File: src/rtl/entry_gate_controller.sv
// Entry-lane front end: conditions loop sensors, classifies the car by badge,
// drives the barrier arm and reports one clean entry pulse per admitted car.

module entry_gate_debounce #(
  parameter int unsigned CYCLES = 4
) (
  input  logic clk,
  input  logic start,
  input  logic raw,
  output logic level
);
  localparam int unsigned CNT_W = $clog2(CYCLES + 1);

  logic             sync_q1;
  logic             sync_q2;
  logic [CNT_W-1:0] cnt;

  // Two-flop synchronizer, then accept a new level after CYCLES stable samples.
  always_ff @(posedge clk or negedge start) begin
    if (!start) begin
      sync_q1 <= 1'b0;
      sync_q2 <= 1'b0;
      cnt     <= '0;
      level   <= 1'b0;
    end else begin
      sync_q1 <= raw;
      sync_q2 <= sync_q1;
      if (sync_q2 == level) begin
        cnt <= '0;
      end else if (cnt == CNT_W'(CYCLES - 1)) begin
        level <= sync_q2;
        cnt   <= '0;
      end else begin
        cnt <= cnt + CNT_W'(1);
      end
    end
  end
endmodule

module entry_gate_controller #(
  parameter int unsigned DEBOUNCE_CYCLES = 4,
  parameter int unsigned BADGE_WINDOW    = 16,
  parameter int unsigned OPEN_TIMEOUT    = 64,
  parameter int unsigned CLOSE_CYCLES    = 8
) (
  input  logic clk,
  input  logic start,
  input  logic loop_arrive,
  input  logic loop_pass,
  input  logic badge_valid,
  input  logic uni_space_ok,
  input  logic gen_space_ok,
  output logic gate_open,
  output logic car_entered,
  output logic is_uni_car_entered,
  output logic reject,
  output logic timeout_abort,
  output logic busy
);
  localparam int unsigned WIN_W   = $clog2(BADGE_WINDOW + 1);
  localparam int unsigned OPEN_W  = $clog2(OPEN_TIMEOUT + 1);
  localparam int unsigned CLOSE_W = $clog2(CLOSE_CYCLES + 1);

  typedef enum logic [2:0] {
    S_IDLE,
    S_CLASSIFY,
    S_OPEN,
    S_PASSING,
    S_CLOSING,
    S_REJECT
  } state_t;

  state_t state;
  state_t state_next;

  logic               arrive_db;
  logic               pass_db;
  logic               arrive_q;
  logic               pass_q;
  logic               uni_flag;
  logic               uni_now;
  logic               open_restart;
  logic [WIN_W-1:0]   win_cnt;
  logic [OPEN_W-1:0]  open_cnt;
  logic [CLOSE_W-1:0] close_cnt;

  entry_gate_debounce #(.CYCLES(DEBOUNCE_CYCLES)) u_db_arrive (
    .clk   (clk),
    .start (start),
    .raw   (loop_arrive),
    .level (arrive_db)
  );

  entry_gate_debounce #(.CYCLES(DEBOUNCE_CYCLES)) u_db_pass (
    .clk   (clk),
    .start (start),
    .raw   (loop_pass),
    .level (pass_db)
  );

  wire arrive_rise = arrive_db & ~arrive_q;
  wire pass_rise   = pass_db & ~pass_q;
  wire pass_fall   = ~pass_db & pass_q;
  wire win_last    = (win_cnt == WIN_W'(BADGE_WINDOW - 1));
  wire open_last   = (open_cnt == OPEN_W'(OPEN_TIMEOUT - 1));
  wire close_last  = (close_cnt == CLOSE_W'(CLOSE_CYCLES - 1));

  always_ff @(posedge clk or negedge start) begin
    if (!start) begin
      state <= S_IDLE;
    end else begin
      state <= state_next;
    end
  end

  // A badge arriving in the decision cycle itself still selects the uni pool.
  always_comb begin
    state_next   = state;
    open_restart = 1'b0;
    uni_now      = uni_flag | badge_valid;
    case (state)
      S_IDLE: begin
        if (arrive_rise) state_next = S_CLASSIFY;
      end
      S_CLASSIFY: begin
        if (win_last) begin
          if (uni_now ? uni_space_ok : gen_space_ok) state_next = S_OPEN;
          else                                       state_next = S_REJECT;
        end
      end
      S_OPEN: begin
        if (pass_rise) begin
          state_next = S_PASSING;
        end else if (open_last) begin
          if (arrive_db) open_restart = 1'b1;
          else           state_next   = S_CLOSING;
        end
      end
      S_PASSING: begin
        if (pass_fall) state_next = S_CLOSING;
      end
      S_CLOSING: begin
        if (close_last) state_next = S_IDLE;
      end
      S_REJECT: begin
        if (!arrive_db) state_next = S_IDLE;
      end
      default: state_next = S_IDLE;
    endcase
  end

  // Per-state counters rest at zero outside their state and saturate inside it.
  always_ff @(posedge clk or negedge start) begin
    if (!start) begin
      win_cnt   <= '0;
      open_cnt  <= '0;
      close_cnt <= '0;
      uni_flag  <= 1'b0;
      arrive_q  <= 1'b0;
      pass_q    <= 1'b0;
    end else begin
      arrive_q <= arrive_db;
      pass_q   <= pass_db;

      if (state != S_CLASSIFY)                     win_cnt <= '0;
      else if (win_cnt != WIN_W'(BADGE_WINDOW))    win_cnt <= win_cnt + WIN_W'(1);

      if (state != S_OPEN || open_restart)         open_cnt <= '0;
      else if (open_cnt != OPEN_W'(OPEN_TIMEOUT))  open_cnt <= open_cnt + OPEN_W'(1);

      if (state != S_CLOSING)                      close_cnt <= '0;
      else if (close_cnt != CLOSE_W'(CLOSE_CYCLES)) close_cnt <= close_cnt + CLOSE_W'(1);

      if (state == S_IDLE)                          uni_flag <= 1'b0;
      else if (state == S_CLASSIFY && badge_valid) uni_flag <= 1'b1;
    end
  end

  // Outputs are registered from the next state so they align with state entry.
  always_ff @(posedge clk or negedge start) begin
    if (!start) begin
      gate_open          <= 1'b0;
      car_entered        <= 1'b0;
      is_uni_car_entered <= 1'b0;
      reject             <= 1'b0;
      timeout_abort      <= 1'b0;
      busy               <= 1'b0;
    end else begin
      gate_open          <= (state_next == S_OPEN) || (state_next == S_PASSING);
      car_entered        <= (state == S_OPEN) && (state_next == S_PASSING);
      is_uni_car_entered <= (state == S_OPEN) && (state_next == S_PASSING) && uni_flag;
      reject             <= (state == S_CLASSIFY) && (state_next == S_REJECT);
      timeout_abort      <= (state == S_OPEN) && (state_next == S_CLOSING);
      busy               <= (state_next != S_IDLE);
    end
  end
endmodule

File: config.mk
export PLATFORM = sky130hd
export DESIGN_NAME = entry_gate_controller
export DESIGN_NICKNAME = d
export VERILOG_FILES = /design/src/rtl/entry_gate_controller.sv
export SDC_FILE = /design/constraint.sdc
export NUM_CORES = 1
export LEC_CHECK = 0
export BUFFER_PORTS_ARGS = -buffer_cell sky130_fd_sc_hd__buf_2
export CAP_MARGIN = 10
export CORE_ASPECT_RATIO = 1.4
export CORE_MARGIN = 2
export CORE_UTILIZATION = 30
export DETAILED_ROUTE_END_ITERATION = 12
export SYNTH_ARGS = -nofsm -noshare
export SYNTH_HDL_FRONTEND = slang
export SYNTH_HIERARCHICAL = 1
export SYNTH_SLANG_ARGS = --single-unit
export TNS_END_PERCENT = 20
File: constraint.sdc
create_clock -name clk -period 3.7 [get_ports clk]
set_input_delay 0.74 -clock clk [delete_from_list [all_inputs] [get_ports clk]]
set_output_delay 0.74 -clock clk [all_outputs]
set_load 0.005 [all_outputs]
==> reports/results.tsv, run 1 <==
metric	value	unit
Tcrit/Tclk final	46.7	%
core area	5900	µm²
Worst Path Required	3890	ps
Post-layout nets	197	
Clock power frac	28.5	%
Hold WS	350	ps
cts repair resizes	0	
Slew HR	41.8	%
P per Cell Area	583	nW/µm²
worst r2r path cells	4	
DP HPWL	2.12	mm
sequential share of the synthesized area	54.5	%
Synth Net Count	180	
number of global-route vias before repair	1238	
Crit. path cell count	4	
TritonCTS Buffers	5	
Max Fclk	578	MHz
Post-DRT Antenna Nets	0	
register area	1000	µm²
most frequent cell after synthesis	dfrtp_1	
largest net degree at the start of global routing	41	
cts hold-fix bufs	0	
GPL Wtd Cong	0.738	
clock tree buffer depth	2	
Avg Cell Area, Syn	11.2	µm²
Worst R2R End	busy	
Routed wire per std cell	11.8	µm
status	finished, final reports clean	
antenna violations before repair	0	
Ant. Diodes	0	
CTS H-Tree Depth	2	
Worst Setup Start Kind	flop	
Layout Skew	5.03	ps
final hold vios	0	
cell taking the most area after synthesis	dfrtp_1	
RR Startpoint	state[0]	
EDFF count, synth	0	
Site Rows	33	
Lkg Pwr	0.923	nW
Crit Path Category	reg -> reg	
Area Overhead vs Synth	13.1	%
first-pass GRT wire length	5.49	mm
slowest CP cell	dfrtp_1	
io pins	13	
MaxCap Viol Count	0	
Yosys cell types	38	
post-synth top area share	54.5	%
Async SR Flop Fraction	100	%
Post-synth top cells	40 x dfrtp_1, 21 x nor2_1, 12 x inv_1	
clock slew at reported path FFs	80	ps
share of power burned in registers	49.7	%
DRT iter0 DRCs	52	
Arr. time, crit path	1920	ps
Cell Area, Synth	1840	µm²
worst-case vdd ir drop	216	µV
Via density	4.69	
Initial Util	31.1	%
clk_lat worst skew	290	ps
Synth area leaders	dfrtp_1 54%, ha_1 6.1%, nor2_1 4.3%	
CP Buf/Inv Count	0	
NetSw	0.362	mW
worst-path fanout max	12	
switching share of power	29.9	%
CP peak stage delay	530	ps
Port Buf Inserts	12	
Filler Cells Inserted	593	
min Tclk post-route	1730	ps
GRT Total Usage	10.3	%
Worst Setup End Kind	flop	
first drt pass iteration count	6	
die area	6770	µm²
Int Pwr	0.849	mW
RSZ-0062 raised after global routing	no	
WHS Endpoint	u_db_arrive/sync_q2	
Hold Path Class	reg -> reg	
footprint of the multi-input gates	776	µm²
Most used DFF post-synth	dfrtp_1	
DR DRC count	0	
layout cells sized above 1	15.9	%
root buffer cell	clkbuf_8	
gr ovfl total	0	
Comb power frac	21.9	%
count of pins over their slew limit	0	
Num Clock Sinks	40	
Gate Count Post-Synth	164	
Setup-failing EPs final	0	
family with the most delay on the worst path	simple AND/OR/NAND/NOR gates	
vias	1182	
Worst Hold Launch	u_db_arrive/sync_q1	
Die X-Extent	70.1	µm
chip height	96.6	µm
WL final	2.98	mm
Final TNS setup	0	ps
post-CTS setup buffer count	0	
Least-Margin Pin Slew	873	ps
synthesis warning total	6	
worst reg-to-reg setup slack	1970	ps
hold depth	0	
crit path cell chain	or3b_1, a2111oi_4, nor3_2, o311ai_1	
fin util	35.2	%
CTS tree	built	
flops & latches, synth	40	
==> state kept, by name (all words and copies together), names as in the netlist, 3 cells and up <==
name,flops
state,3
win_cnt,5
open_cnt,7
u_db_arrive/cnt,3
u_db_pass/cnt,3
close_cnt,4
==> power groups by stage <==
| stage | clock network, mW | logic, mW | registers, mW |
|---|---|---|---|
| 4_1_cts | 0.360 | 0.271 | 0.603 |
| 6_report | 0.345 | 0.265 | 0.601 |
| 2_1_floorplan | 0 | 0.237 | 0.580 |
| 3_3_place_gp | 0 | 0.260 | 0.607 |
| 5_1_grt | 0.377 | 0.311 | 0.618 |
| 3_5_place_dp | 0 | 0.269 | 0.610 |
==> kinds of logic (layout without fill, tap and decap cells) <==
kind of cell / after synthesis / in the layout / synth area share, %
mux: 5 / 5 / 2.86
fa+ha+maj: 10 / 10 / 6.68
compound gates: 15 / 15 / 6.47
xor+xnor: 13 / 13 / 6.20
buf+inv: 14 / 32 / 3.27
simple gates: 67 / 67 / 20.0
flops: 40 / 40 / 54.5
==> how the worst max path moves through the flow <==
stage	end	slack [ps]	startpoint
after global placement	busy	1990	badge_valid
after floorplan	busy	2140	badge_valid
after detailed placement	busy	1930	badge_valid
after CTS	busy	1950	state[0]
after global routing	state[2]	1810	open_cnt[0]
final	busy	1970	state[0]
==> stage by stage <==
step                      instances  total power [mW]  setup WS [ps]  cell area [µm²]
after detailed placement        244             0.880           1930             1970
after global placement          244             0.867           1990             1970
after CTS                       252              1.23           1950             2080
after floorplan                 164             0.817           2140             1840
final                           252              1.21           1970             2080
after global routing            252              1.31           1810             2080
==> layout by cell type, fill, tap and decap left out, drive strengths merged, types with 2 or more instances in the layout <==
cell / count
nor3b: 4
buf: 12
nor4: 2
and3: 2
mux2: 2
mux2i: 3
nor2: 21
dfrtp: 40
or3: 2
nand3: 7
or3b: 2
or2: 2
nor3: 8
nor2b: 4
xnor2: 9
nand2: 7
clkbuf: 6
ha: 9
o32ai: 2
nand2b: 2
o21ai: 3
xor2: 4
a21oi: 5
inv: 12
==> routing by layer <==
layer  wire, µm  global-route usage, %  up-vias
li1           -                      -      588
met1       1270                   10.6      574
met2       1550                   19.3       14
met3         95                   3.11        6
met4         60                   4.81        0
met5          0                      0        -
==> cell type report <==
type	instances	area share (%)
Clock buffer	6	3.49
Timing Repair Buffer	12	2.89
Multi-Input combinational cell	110	37.3
Tap cell	70	4.22
Sequential cell	40	48.2
Clock inverter	2	1.69
Inverter	12	2.17
Power figures use the tool's default switching activity.
==> inputs of run 2 (changes only) <==
==> constraint.sdc (replaced) <==
create_clock -name clk -period 1.7 [get_ports clk]
set_input_delay 0.34 -clock clk [delete_from_list [all_inputs] [get_ports clk]]
set_output_delay 0.34 -clock clk [all_outputs]
set_load 0.005 [all_outputs]
==> run 2 against run 1 <==
Against the previous run:
- global-route usage up 0.16 points
- highest routed layer unchanged
- cell area up 3.1%
- largest cell class unchanged
- routed wire length up 0.87%
- hold slack worse by 260 ps
- via count up 3.4%
- flip-flop and latch count unchanged
- die area unchanged
- clock skew up 4.9 ps
- setup slack worse by 1800 ps
==> reports/results.tsv, run 2 (synthesized netlist as in run 1, its figures left out) <==
metric	value	unit
status	finished, final reports clean	
slowest CP cell	dfrtp_1	
Via density	4.66	
GPL Wtd Cong	0.756	
Worst R2R End	busy	
worst reg-to-reg setup slack	130	ps
commonest non-fill, non-tap cells in the layout	40 x dfrtp_1, 21 x nor2_1, 12 x buf_2	
Crit. path cell count	7	
register area	1000	µm²
worst-case vdd ir drop	368	µV
Post-DRT Antenna Nets	0	
placement-stage cell area	2040	µm²
Least-Margin Pin Slew	498	ps
min Tclk post-route	1570	ps
number of flip-flops under the largest register name	7	
Most flops, register	open_cnt	
footprint of the multi-input gates	783	µm²
Setup-failing EPs final	0	
fin area	2140	µm²
Hold Path Class	in -> async	
io pins	13	
gr ovfl total	0	
DRT iter0 DRCs	75	
WL final	3.01	mm
chip height	96.6	µm
Crit Path Category	reg -> reg	
root buffer cell	clkbuf_8	
first-pass GRT wire length	5.51	mm
count of pins over their slew limit	0	
DR DRC count	0	
vias	1222	
Area Overhead vs Synth	16.6	%
CP peak stage delay	400	ps
Worst Setup End Kind	flop	
Worst Path Required	1870	ps
CP Buf/Inv Count	1	
Worst Setup Start Kind	flop	
cts hold-fix bufs	0	
layout cells sized above 1	20.3	%
final worst slack	131	ps
Site Rows	33	
placed cell count	254	
worst r2r path cells	7	
number of global-route vias before repair	1287	
crit path launch	win_cnt[0]	
CTS H-Tree Depth	2	
Max Fclk	637	MHz
clock tree buffer depth	2	
P per Cell Area	1210	nW/µm²
Initial Util	31.1	%
Lkg Pwr	0.967	nW
Final TNS setup	0	ps
clk_lat worst skew	290	ps
Slew HR	66.8	%
Arr. time, crit path	1740	ps
commonest non-fill, non-tap cell in the layout	dfrtp_1	
CTS tree	built	
Die X-Extent	70.1	µm
Layout Skew	9.92	ps
cell mode on critical path	ha_1	
final hold vios	0	
DP HPWL	2.21	mm
Filler Cells Inserted	601	
core area	5900	µm²
power after layout	2.59	mW
Ant. Diodes	0	
Top Registers	open_cnt: 7 flops, win_cnt: 5 flops, close_cnt: 4 flops	
Port Buf Inserts	12	
GRT Total Usage	10.5	%
Hold WS	93.9	ps
Routed wire per std cell	11.5	µm
antenna violations before repair	0	
die area	6770	µm²
clock slew at reported path FFs	80	ps
Num Clock Sinks	40	
first drt pass iteration count	4	
post-CTS setup buffer count	0	
family with the most delay on the worst path	adder cells	
TritonCTS Buffers	5	
worst-path fanout max	3	
Post-layout nets	207	
final cell count without fillers	262	
Tcrit/Tclk final	92.3	%
RSZ-0062 raised after global routing	no	
crit path cell chain	ha_1, and3_1, ha_1, inv_2, a2111oi_4, nor3_2, o311ai_1	
pre-CTS WS	70.4	ps
RR Startpoint	win_cnt[0]	
fin util	36.3	%
MaxCap Viol Count	0	
CP Capture Point	busy	
largest net degree at the start of global routing	41	
==> run 2: routing by layer <==
| metal | global-route usage, % | vias to the layer above | part of all wire [%] |
|---|---|---|---|
| met5 | 0 | - | 0 |
| met4 | 5.61 | 0 | 2.2 |
| met3 | 3.22 | 6 | 3.9 |
| met2 | 19.7 | 19 | 52 |
| met1 | 10.4 | 590 | 42 |
| li1 | - | 607 | - |
==> run 2: timing repair <==
action	4_1_cts	5_1_grt
setup endpoints to repair	0	8
gates resized for setup	0	2
endpoints found under the hold margin	0	0
==> run 2: worst min-delay path by stage <==
stage                              startpoint                  end  slack, ps  depth (start not counted)
after floorplan                         start             arrive_q         40                          0
after global placement    u_db_arrive/sync_q1  u_db_arrive/sync_q2        340                          0
after detailed placement  u_db_arrive/sync_q1  u_db_arrive/sync_q2        340                          0
after CTS                               start             state[0]        120                          2
after global routing                    start             state[0]        140                          2
final                                   start         close_cnt[1]         90                          2
==> run 2: final cells by class <==
type	count	share of cell area, %
flip-flops and latches	40	46.7
multi-input cells	110	36.6
repair buffers	22	6.31
clock buffers	8	4.21
well taps	70	4.09
inverters	12	2.10
==> run 2: power by group <==
| group | total (mW) | switching (mW) | internal (mW) |
|---|---|---|---|
| sequential | 1.27 | 0.137 | 1.13 |
| combinational | 0.683 | 0.346 | 0.337 |
| clock | 0.638 | 0.307 | 0.331 |
| total | 2.59 | 0.790 | 1.80 |
==> inputs of run 3 (changes only) <==
==> constraint.sdc (replaced) <==
create_clock -name clk -period 2.05 [get_ports clk]
set_input_delay 0.615 -clock clk [delete_from_list [all_inputs] [get_ports clk]]
set_output_delay 0.615 -clock clk [all_outputs]
set_load 0.005 [all_outputs]
==> run 3 against run 2 <==
Against the previous run:
- clock power up 9.4%
- critical endpoint unchanged
- combinational power down 29%
- sequential power down 14%
- cell count down 3.4%
- clock skew about the same
- power down 13%
- die area unchanged
==> reports/results.tsv, run 3 (synthesized netlist as in run 1, its figures left out) <==
metric	value	unit
register area	1000	µm²
fin area	2120	µm²
Worst Path Required	2250	ps
RSZ-0062 raised after global routing	no	
MaxCap Viol Count	0	
Site Rows	33	
Via density	4.66	
Crit Path Category	reg -> reg	
RR Startpoint	state[0]	
first drt pass iteration count	4	
chip height	96.6	µm
final hold vios	0	
GRT Total Usage	10.2	%
largest net degree at the start of global routing	23	
cts hold-fix bufs	0	
Slew HR	64.6	%
Arr. time, crit path	1940	ps
Hold WS	257	ps
placement-stage cell area	1990	µm²
Area Overhead vs Synth	15.2	%
antenna violations before repair	0	
io pins	13	
Filler Cells Inserted	594	
Ant. Diodes	0	
Final TNS setup	0	ps
worst-case vdd ir drop	330	µV
post-CTS setup buffer count	0	
Lkg Pwr	0.942	nW
root buffer cell	clkbuf_8	
count of pins over their slew limit	0	
DP HPWL	2.19	mm
status	finished, final reports clean	
number of global-route vias before repair	1237	
gr ovfl total	0	
Initial Util	31.1	%
Port Buf Inserts	12	
number of flip-flops under the largest register name	7	
Post-layout nets	198	
worst-path fanout max	12	
TritonCTS Buffers	5	
clk_lat worst skew	290	ps
clock slew at reported path FFs	80	ps
slowest CP cell	dfrtp_1	
Max Fclk	575	MHz
layout cells sized above 1	16.9	%
Post-DRT Antenna Nets	0	
crit path cell chain	or3b_1, a2111oi_4, nor3_2, o311ai_1	
Worst Setup End Kind	flop	
P per Cell Area	1070	nW/µm²
DRT iter0 DRCs	48	
CTS H-Tree Depth	2	
fin util	35.8	%
WL final	2.99	mm
vias	1179	
die area	6770	µm²
commonest non-fill, non-tap cell in the layout	dfrtp_1	
Setup-failing EPs final	0	
first-pass GRT wire length	5.40	mm
min Tclk post-route	1740	ps
power after layout	2.26	mW
Routed wire per std cell	11.8	µm
Worst Setup Start Kind	flop	
crit path launch	state[0]	
cts repair resizes	0	
clock tree buffer depth	2	
commonest non-fill, non-tap cells in the layout	40 x dfrtp_1, 21 x nor2_1, 12 x inv_1, 12 x buf_2	
GPL Wtd Cong	0.726	
CP peak stage delay	530	ps
Die X-Extent	70.1	µm
Top Registers	open_cnt: 7 flops, win_cnt: 5 flops, close_cnt: 4 flops	
footprint of the multi-input gates	776	µm²
Most flops, register	open_cnt	
Least-Margin Pin Slew	527	ps
Layout Skew	10.1	ps
DR DRC count	0	
Num Clock Sinks	40	
Tcrit/Tclk final	84.9	%
core area	5900	µm²
Hold Path Class	in -> async	
CTS tree	built	
==> run 3: layout make-up <==
type                            count  area share [%]
Clock buffer                        7            4.55
Clock inverter                      1            1.42
Inverter                           12            2.13
Multi-Input combinational cell    110            36.7
Sequential cell                    40            47.3
Tap cell                           70            4.14
Timing Repair Buffer               13            3.78
==> run 3: worst max-delay path, delay by kind of cell (launching register included) <==
family | cells | cell delay, ps
AND/OR/NAND/NOR | 2 | 630
flip-flops | 1 | 530
AO/OA/AOI/OAI | 2 | 500
==> run 3: path summary, 6_finish.rpt <==
| path | end | slack (ps) | cells past startpoint |
|---|---|---|---|
| min reg2reg | u_db_pass/sync_q2 | 350 | 0 |
| min | open_cnt[4] | 260 | 1 |
| min in group clk | u_db_pass/sync_q2 | 350 | 0 |
| max | busy | 310 | 4 |
| max reg2reg | busy | 310 | 4 |
| max in group asynchronous | pass_q | 1320 | 2 |
==> run 3: stage by stage <==
step | setup slack (ps) | std cells
4_1_cts | 274 | 253
3_3_place_gp | 288 | 245
3_5_place_dp | 287 | 245
5_1_grt | 188 | 253
6_report | 310 | 253
2_1_floorplan | 519 | 164
==> run 3: power breakdown <==
group | switching [mW] | internal (mW)
Sequential | 0.145 | 0.941
Combinational | 0.248 | 0.234
Clock | 0.268 | 0.429
Total | 0.661 | 1.60
==> run 3: routing by layer <==
metal | wire [µm] | share of wire [%] | GRT usage, % | vias to the layer above
li1 | - | - | - | 589
met1 | 1310 | 44 | 11.0 | 568
met2 | 1500 | 50 | 18.2 | 16
met3 | 112 | 3.7 | 2.90 | 6
met4 | 70 | 2.3 | 5.29 | 0
met5 | 0 | 0 | 0 | -
